### config.mk
export PLATFORM = sky130hd
export DESIGN_NAME = piso_shift_tx
export DESIGN_NICKNAME = d
export VERILOG_FILES = /design/src/rtl/piso_shift_tx_pkg.sv /design/src/rtl/piso_bit_cnt.sv /design/src/rtl/piso_shift_tx.sv
export SDC_FILE = /design/constraint.sdc
export NUM_CORES = 1
export LEC_CHECK = 0
export CORE_MARGIN = 10
export CORE_UTILIZATION = 46
export CTS_BUF_LIST = sky130_fd_sc_hd__clkbuf_8
export CTS_CLUSTER_SIZE = 24
export DETAILED_ROUTE_END_ITERATION = 12
export PLACE_DENSITY = 0.86
export SYNTH_ARGS = -nofsm -noshare
export SYNTH_HDL_FRONTEND = slang
export SYNTH_SLANG_ARGS = --single-unit
### constraint.sdc
create_clock -name clk -period 1.3 [get_ports clk]
set_input_delay 0.325 -clock clk [delete_from_list [all_inputs] [get_ports clk]]
set_output_delay 0.325 -clock clk [all_outputs]
set_load 0.03 [all_outputs]
### src/rtl/piso_shift_tx_pkg.sv
// Shared definitions for the parallel-in serial-out transmitter.
package piso_shift_tx_pkg;

    // Two-state transmitter FSM encoding.
    typedef enum logic {
        TX_IDLE  = 1'b0,
        TX_SHIFT = 1'b1
    } tx_state_t;

    // Level driven on the serial line while no frame is in flight.
    localparam logic SOUT_IDLE = 1'b0;

    // Bit-counter width: wide enough to hold the values 0..FLEN.
    function automatic int cnt_width(input int flen);
        return $clog2(flen + 1);
    endfunction

endpackage

### src/rtl/piso_bit_cnt.sv
// Loadable up-counter tracking which frame bit is on the serial line,
// with a terminal-count flag raised while the last frame bit is shown.
module piso_bit_cnt
    import piso_shift_tx_pkg::*;
#(
    parameter int FLEN = 6,
    parameter int CW   = cnt_width(FLEN)
) (
    input  logic clk,
    input  logic clear_n,
    input  logic i_load,
    input  logic i_inc,
    output logic o_tc
);

    localparam logic [CW-1:0] TC_VAL = CW'(FLEN - 1);

    logic [CW-1:0] r_count;

    // Restart at bit 0 on a frame load, otherwise advance while shifting.
    always_ff @(posedge clk or negedge clear_n) begin
        if (!clear_n) begin
            r_count <= '0;
        end else if (i_load) begin
            r_count <= '0;
        end else if (i_inc) begin
            r_count <= r_count + CW'(1);
        end
    end

    assign o_tc = (r_count == TC_VAL);

endmodule

### src/rtl/piso_shift_tx.sv
// Parallel-in serial-out transmitter: captures a word on an accepted
// load and drives it out one bit per clock, optionally followed by an
// even-parity bit. Frames may be chained with no idle gap.
module piso_shift_tx
    import piso_shift_tx_pkg::*;
#(
    parameter int WIDTH     = 6,
    parameter bit LSB_FIRST = 1'b1,
    parameter bit PARITY_EN = 1'b0
) (
    input  logic             clk,
    input  logic             clear_n,
    input  logic             load,
    input  logic [WIDTH-1:0] din,
    output logic             ready,
    output logic             busy,
    output logic             sout,
    output logic             done
);

    localparam int FLEN = WIDTH + (PARITY_EN ? 1 : 0);

    tx_state_t        r_state;
    tx_state_t        w_state_nxt;
    logic [FLEN-1:0]  r_shift;
    logic             r_sout;
    logic [WIDTH-1:0] w_data;
    logic [FLEN-1:0]  w_frame;
    logic             w_tc;
    logic             w_accept;
    logic             w_shifting;

    // Reorder the data bits so that frame bit k is always at index k.
    always_comb begin
        w_data = '0;
        for (int i = 0; i < WIDTH; i++) begin
            w_data[i] = LSB_FIRST ? din[i] : din[WIDTH-1-i];
        end
    end

    // The parity bit, when present, is the last bit of the frame.
    generate
        if (PARITY_EN) begin : g_par
            assign w_frame = {^din, w_data};
        end else begin : g_nopar
            assign w_frame = w_data;
        end
    endgenerate

    assign w_accept   = load && ready;
    assign w_shifting = (r_state == TX_SHIFT);

    piso_bit_cnt #(
        .FLEN (FLEN)
    ) u_bit_cnt (
        .clk     (clk),
        .clear_n (clear_n),
        .i_load  (w_accept),
        .i_inc   (w_shifting),
        .o_tc    (w_tc)
    );

    // FSM state register.
    always_ff @(posedge clk or negedge clear_n) begin
        if (!clear_n) begin
            r_state <= TX_IDLE;
        end else begin
            r_state <= w_state_nxt;
        end
    end

    // Next state and handshake outputs; the last-bit cycle also accepts a load.
    always_comb begin
        w_state_nxt = r_state;
        ready       = 1'b0;
        busy        = 1'b0;
        done        = 1'b0;
        case (r_state)
            TX_IDLE: begin
                ready = 1'b1;
                if (load) begin
                    w_state_nxt = TX_SHIFT;
                end
            end
            TX_SHIFT: begin
                busy  = 1'b1;
                done  = w_tc;
                ready = w_tc;
                if (w_tc && !load) begin
                    w_state_nxt = TX_IDLE;
                end
            end
            default: begin
                w_state_nxt = TX_IDLE;
            end
        endcase
    end

    // Bit 0 goes straight to the output flop on load; the rest shift down behind it.
    always_ff @(posedge clk or negedge clear_n) begin
        if (!clear_n) begin
            r_shift <= '0;
            r_sout  <= SOUT_IDLE;
        end else if (w_accept) begin
            r_sout  <= w_frame[0];
            r_shift <= w_frame >> 1;
        end else if (w_shifting) begin
            if (w_tc) begin
                r_sout  <= SOUT_IDLE;
                r_shift <= '0;
            end else begin
                r_sout  <= r_shift[0];
                r_shift <= r_shift >> 1;
            end
        end
    end

    assign sout = r_sout;

endmodule

==> impl_metrics.toml, run 1 <==
[timing]
fmax_mhz = 666
max_slew_margin_pct = 83.7
setup_ws_ns = -0.200
maxSlewViolCount = 0
final.setup.tns_ns = -0.397
fin_worst_skew_ns = 0.00388
hold_viol = 0
tightest_slew_ns = 0.245
fin_crit_sh_pct = 115
rsz0062_at_grt = "true"
fin_crit_ns = 1.50
whs_ns = 0.374
setup_viol = 2

[global_routing]
grt_pass1_wl_mm = 2.53
track_usage_pct = 9.79
grt_overflow = 0
grt_pass1_vias = 545
grt_max_degree = 17
antenna_found_initial = 0

[pwr]
leakage_nw = 0.402
p_int_mw = 1.28
vdd_drop_max_mv = 1.08
comb_power_share_pct = 54.5
clock_power_share_pct = 19.5
p_sw_uw = 759
p_per_area_nw_per_um2 = 2320
seqPwrFrac_pct = 26.0
switching_share_pct = 37.3

[critical_path]
cp_max_fo = 3
end_kind = "output port"
required_ns = 0.98
path_class = "flop to output port"
cp-start-kind = "flop"
ff2ff_path_depth = 5
cp.arrival_ns = 1.18

[detailed_routing]
ant_nets = 0
wl_per_cell_um = 17.1
drc = 0
viasPerCell = 5.59
first_pass_iters = 4
drtIter0Drc = 5
routed_wl_mm = 1.56
vias = 509

[placed_design]
port_buffers = 12
place_hpwl_mm = 1.06
dpl-instance-area_um2 = 766
dp_cells = 86
gp_congestion = 0.776

[clock_network]
clk_pin_slew_ns = 0.05
tritoncts = "built"
cts_buffers = 3
cts-root-buf = "clkbuf_8"
worstSkewPairLatency_ns = 0.24
clockBufferDepth = 2
htree_levels = 1
cts.sinks = 10

[finish]
layout.nets = 88
fin_area_um2 = 877
syn_to_final_growth_pct = 44.5
diodes = 0
stdcell_count = 91
drive_above_1_share_pct = 34.2

[floorplanning]
die_w_um = 56.3
core_area_um2 = 1270
start_util_pct = 47.8
fp-row-count = 13
pin_count = 13
dieArea_um2 = 3170
die_h_um = 56.3

[status]
outcome = "finished, violations left"
failed_checks = "negative setup slack"

[synthesis]
postSynthCellCount = 55
syn_nets = 66
syn-cell-area_um2 = 607
seq_area_frac_synth_pct = 41.2
ys_ff_latch = 10
yosys_warnings = 0
ys_types = 23
syn_area_per_cell_um2 = 11.0

[min_path]
hold_class = "input pin to async pin"

[flow_run]
drv.max_cap_violation_count = 0
## Yosys cell counts, drive strengths merged
cell,number,share of area [%]
nor2b,1,1.0
nor4bb,1,1.6
a31oi,1,1.0
and3b,1,1.4
ha,2,4.1
nand2,1,0.62
a211o,1,1.4
o22ai,1,1.0
mux2i,6,9.9
inv,8,4.9
a22o,1,1.4
dfrtp,10,41
a32o,1,1.6
nand3,1,1.6
nand2b,1,1.0
and3,1,1.0
nand4,5,5.2
a21bo,1,1.6
o221ai,5,7.2
buf,5,10
nor2,1,0.62
## worst paths after layout
kind | slack [ns] | endpoint | startpoint
setup / recovery | -0.20 | ready | u_bit_cnt.r_count[1]
hold / removal | 0.37 | r_shift[4] | clear_n
setup reg to reg | 0.01 | r_shift[0] | u_bit_cnt.r_count[1]
hold reg to reg | 0.60 | r_shift[1] | r_shift[1]
max in group asynchronous | 0.77 | r_state | clear_n
min in group clk | 0.60 | r_shift[1] | r_shift[1]
## state kept, by name, indices dropped and copies added (netlist names)
signal and flops:
r_state 1, sout 1, r_shift 5, u_bit_cnt.r_count 3
## final cells by class
class / instances / area [um^2]
inverters: 8 / 30.0
flip-flops and latches: 10 / 251
fillers: 95 / 392
multi-input cells: 32 / 317
repair buffers: 22 / 205
clock buffers: 4 / 55.1
well taps: 15 / 18.8
## critical path, stage by stage, from the launching register on
cell and delay [ns]:
dfrtp_1 0.37, inv_2 0.06, ha_4 0.17, a21bo_4 0.21, buf_6 0.13
## cells by family after synthesis
group | synth area share (%)
flops | 41.2
fa+ha+maj | 4.12
buf+inv | 15.1
mux | 9.90
compound gates | 15.5
simple gates | 14.2
## through the flow
| stage | power (mW) | utilization, % | setup WS (ns) |
|---|---|---|---|
| final | 2.04 | 69.1 | -0.200 |
| after global routing | 2.17 | 69.1 | -0.226 |
| after CTS | 1.96 | 67.9 | -0.185 |
| after detailed placement | 1.44 | 60.4 | -0.183 |
| after global placement | 1.40 | 60.4 | -0.139 |
| after floorplan | 1.14 | - | 0.00295 |
## metal layers
| layer | up-vias | wire length [um] | track usage, % |
|---|---|---|---|
| met5 | - | 0 | 0 |
| met3 | 2 | 56 | 3.15 |
| li1 | 246 | - | - |
| met4 | 0 | 21 | 4.12 |
| met2 | 11 | 827 | 16.6 |
| met1 | 250 | 651 | 10.9 |
## power groups by stage
stage               registers, mW  clock network [mW]  logic [mW]
global route                0.541               0.424        1.20
finish                      0.530               0.398        1.11
CTS                         0.528               0.400        1.03
floorplan                   0.544                   0       0.597
detailed placement          0.521                   0       0.915
global placement            0.511                   0       0.894
## layout by cell type (no fill, tap or decap), types with 2 or more instances in the layout
| master | n |
|---|---|
| buf_4 | 11 |
| buf_6 | 2 |
| clkbuf_8 | 4 |
| clkdlybuf4s50_1 | 8 |
| dfrtp_1 | 9 |
| ha_4 | 2 |
| inv_1 | 7 |
| mux2i_1 | 6 |
| nand4_1 | 5 |
| o221ai_1 | 5 |
## timing repair
item                                    CTS  global route
gates resized for setup                   7             2
setup buffers                             1             1
hold buffers                              0             0
pin swaps                                 2             2
endpoints found under the setup margin    2             3
Note: power is estimated with default switching activity, not from simulation.
==> run 2, diff against run 1 <==
--- a/config.mk
+++ b/config.mk
@@ -5,12 +5,12 @@
 export SDC_FILE = /design/constraint.sdc
 export NUM_CORES = 1
 export LEC_CHECK = 0
-export CORE_MARGIN = 10
-export CORE_UTILIZATION = 46
+export CORE_AREA = 10 10 47 49
 export CTS_BUF_LIST = sky130_fd_sc_hd__clkbuf_8
 export CTS_CLUSTER_SIZE = 24
 export DETAILED_ROUTE_END_ITERATION = 12
-export PLACE_DENSITY = 0.86
+export DIE_AREA = 0 0 57 59
+export PLACE_DENSITY = 0.83
 export SYNTH_ARGS = -nofsm -noshare
 export SYNTH_HDL_FRONTEND = slang
 export SYNTH_SLANG_ARGS = --single-unit
==> constraint.sdc (replaced) <==
create_clock -name clk -period 1.78 [get_ports clk]
set_input_delay 0.445 -clock clk [delete_from_list [all_inputs] [get_ports clk]]
set_output_delay 0.445 -clock clk [all_outputs]
set_load 0.03 [all_outputs]
==> run 2 against run 1 <==
Effect of this change:
- the run now ends clean
- via count decreased by 7.7%
- clock power is 27% lower
- flip-flop and latch count is the same
- critical path type unchanged
- critical endpoint is now sout
==> impl_metrics.toml, run 2 (synthesis results as in run 1) <==
[pwr]
seqPwrFrac_pct = 31.7
clock_power_share_pct = 23.2
leakage_nw = 0.371
switching_share_pct = 37.5
total_power_mw = 1.25
p_sw_uw = 469
p_per_area_nw_per_um2 = 1610
comb_power_share_pct = 45.1
p_int_uw = 781
vdd_drop_max_mv = 0.771

[clock_network]
cts-root-buf = "clkbuf_8"
worstSkewPairLatency_ns = 0.24
cts.sinks = 10
clk_pin_slew_ns = 0.05
htree_levels = 1
cts_setup_buffers = 0
cts_resized = 0
tritoncts = "built"
cts_buffers = 3
ctsHoldBuffers = 0
clockBufferDepth = 2

[timing]
whs_ns = 0.522
setup_viol = 0
fmax_mhz = 588
fin_crit_ns = 1.70
rsz0062_at_grt = "false"
max_slew_margin_pct = 69.5
setup_ws_ns = 0.0805
hold_viol = 0
final.setup.tns_ns = 0
fin_worst_skew_ns = 0.00146
maxSlewViolCount = 0
fin_crit_sh_pct = 95.5
tightest_slew_ns = 0.456

[global_routing]
grt_max_degree = 17
gr-usage-met3_pct = 3.43
grt_use_met2_pct = 12.4
antenna_found_initial = 0
track_usage_pct = 8.26
met1_usage_pct = 9.53
grt_pass1_wl_mm = 2.21
grt_overflow = 0
grt_pass1_vias = 520
top_usage_layer = "met2"

[finish]
largest_reg_flops = 5
top_regs = "r_shift x5, u_bit_cnt.r_count x3"
syn_to_final_growth_pct = 28.2
fin_util_pct = 55.5
fin_area_um2 = 778
layout.nets = 82
top_register = "r_shift"
diodes = 0
mostFrequentLayoutCells = "clkdlybuf4s50_1 (10), dfrtp_1 (10), inv_1 (8)"
drive_above_1_share_pct = 15.7
stdcell_count = 86

[critical_path]
cp_num_cells = 1
cp_max_fo = 2
slowest_stage = "clkdlybuf4s50_1"
end_kind = "output port"
crit_family = "buffers and inverters"
cp.arrival_ns = 1.25
path_class = "flop to output port"
cp-start-kind = "flop"
ff2ff_path_depth = 4
cp_cell_sequence = "clkdlybuf4s50_1"
required_ns = 1.33
critPathBufInv = 1
worst_path_largest_cell_delay_ns = 0.67

[floorplanning]
pin_count = 13
die_h_um = 59
start_util_pct = 43.3
die_w_um = 57
fp-row-count = 14
dieArea_um2 = 3360
core_area_um2 = 1400

[detailed_routing]
vias = 470
drc = 0
first_pass_iters = 2
drtIter0Drc = 4
routed_wl_mm = 1.30
ant_nets = 0
viasPerCell = 5.47
wl_per_cell_um = 15.1

[placed_design]
dp_cells = 82
gp_congestion = 0.781
place_hpwl_um = 916
pre_cts_slack_ns = 0.207
port_buffers = 12
dpl-instance-area_um2 = 723

[status]
outcome = "complete, no violations"

[flow_run]
drv.max_cap_violation_count = 0

[min_path]
hold_class = "input pin to async pin"
run 2: power by group through the flow:
stage	sequential, mW	clock (mW)	combinational (mW)
after floorplan	0.393	0	0.414
after global placement	0.394	0	0.549
after detailed placement	0.397	0	0.563
after CTS	0.397	0.294	0.570
after global routing	0.409	0.309	0.621
final	0.397	0.290	0.563
run 2: final cells by class:
| type | count | area (um^2) |
|---|---|---|
| well taps | 16 | 20.0 |
| multi-input cells | 32 | 265 |
| flip-flops and latches | 10 | 250 |
| repair buffers | 16 | 158 |
| fillers | 132 | 623 |
| clock buffers | 4 | 55.1 |
| inverters | 8 | 30.0 |
run 2: final timing paths:
kind	from	to	slack, ns
worst max-delay path	sout	sout	0.08
worst min-delay path	clear_n	u_bit_cnt.r_count[2]	0.52
worst max register to register	u_bit_cnt.r_count[0]	u_bit_cnt.r_count[2]	0.47
worst min register to register	u_bit_cnt.r_count[1]	u_bit_cnt.r_count[1]	0.54
max in group asynchronous	clear_n	u_bit_cnt.r_count[1]	0.95
min in group clk	u_bit_cnt.r_count[1]	u_bit_cnt.r_count[1]	0.54
run 2: routing by layer:
metal | vias up | routed length (um)
li1 | 232 | -
met5 | - | 0
met1 | 222 | 615
met4 | 0 | 29
met3 | 4 | 52
met2 | 12 | 601
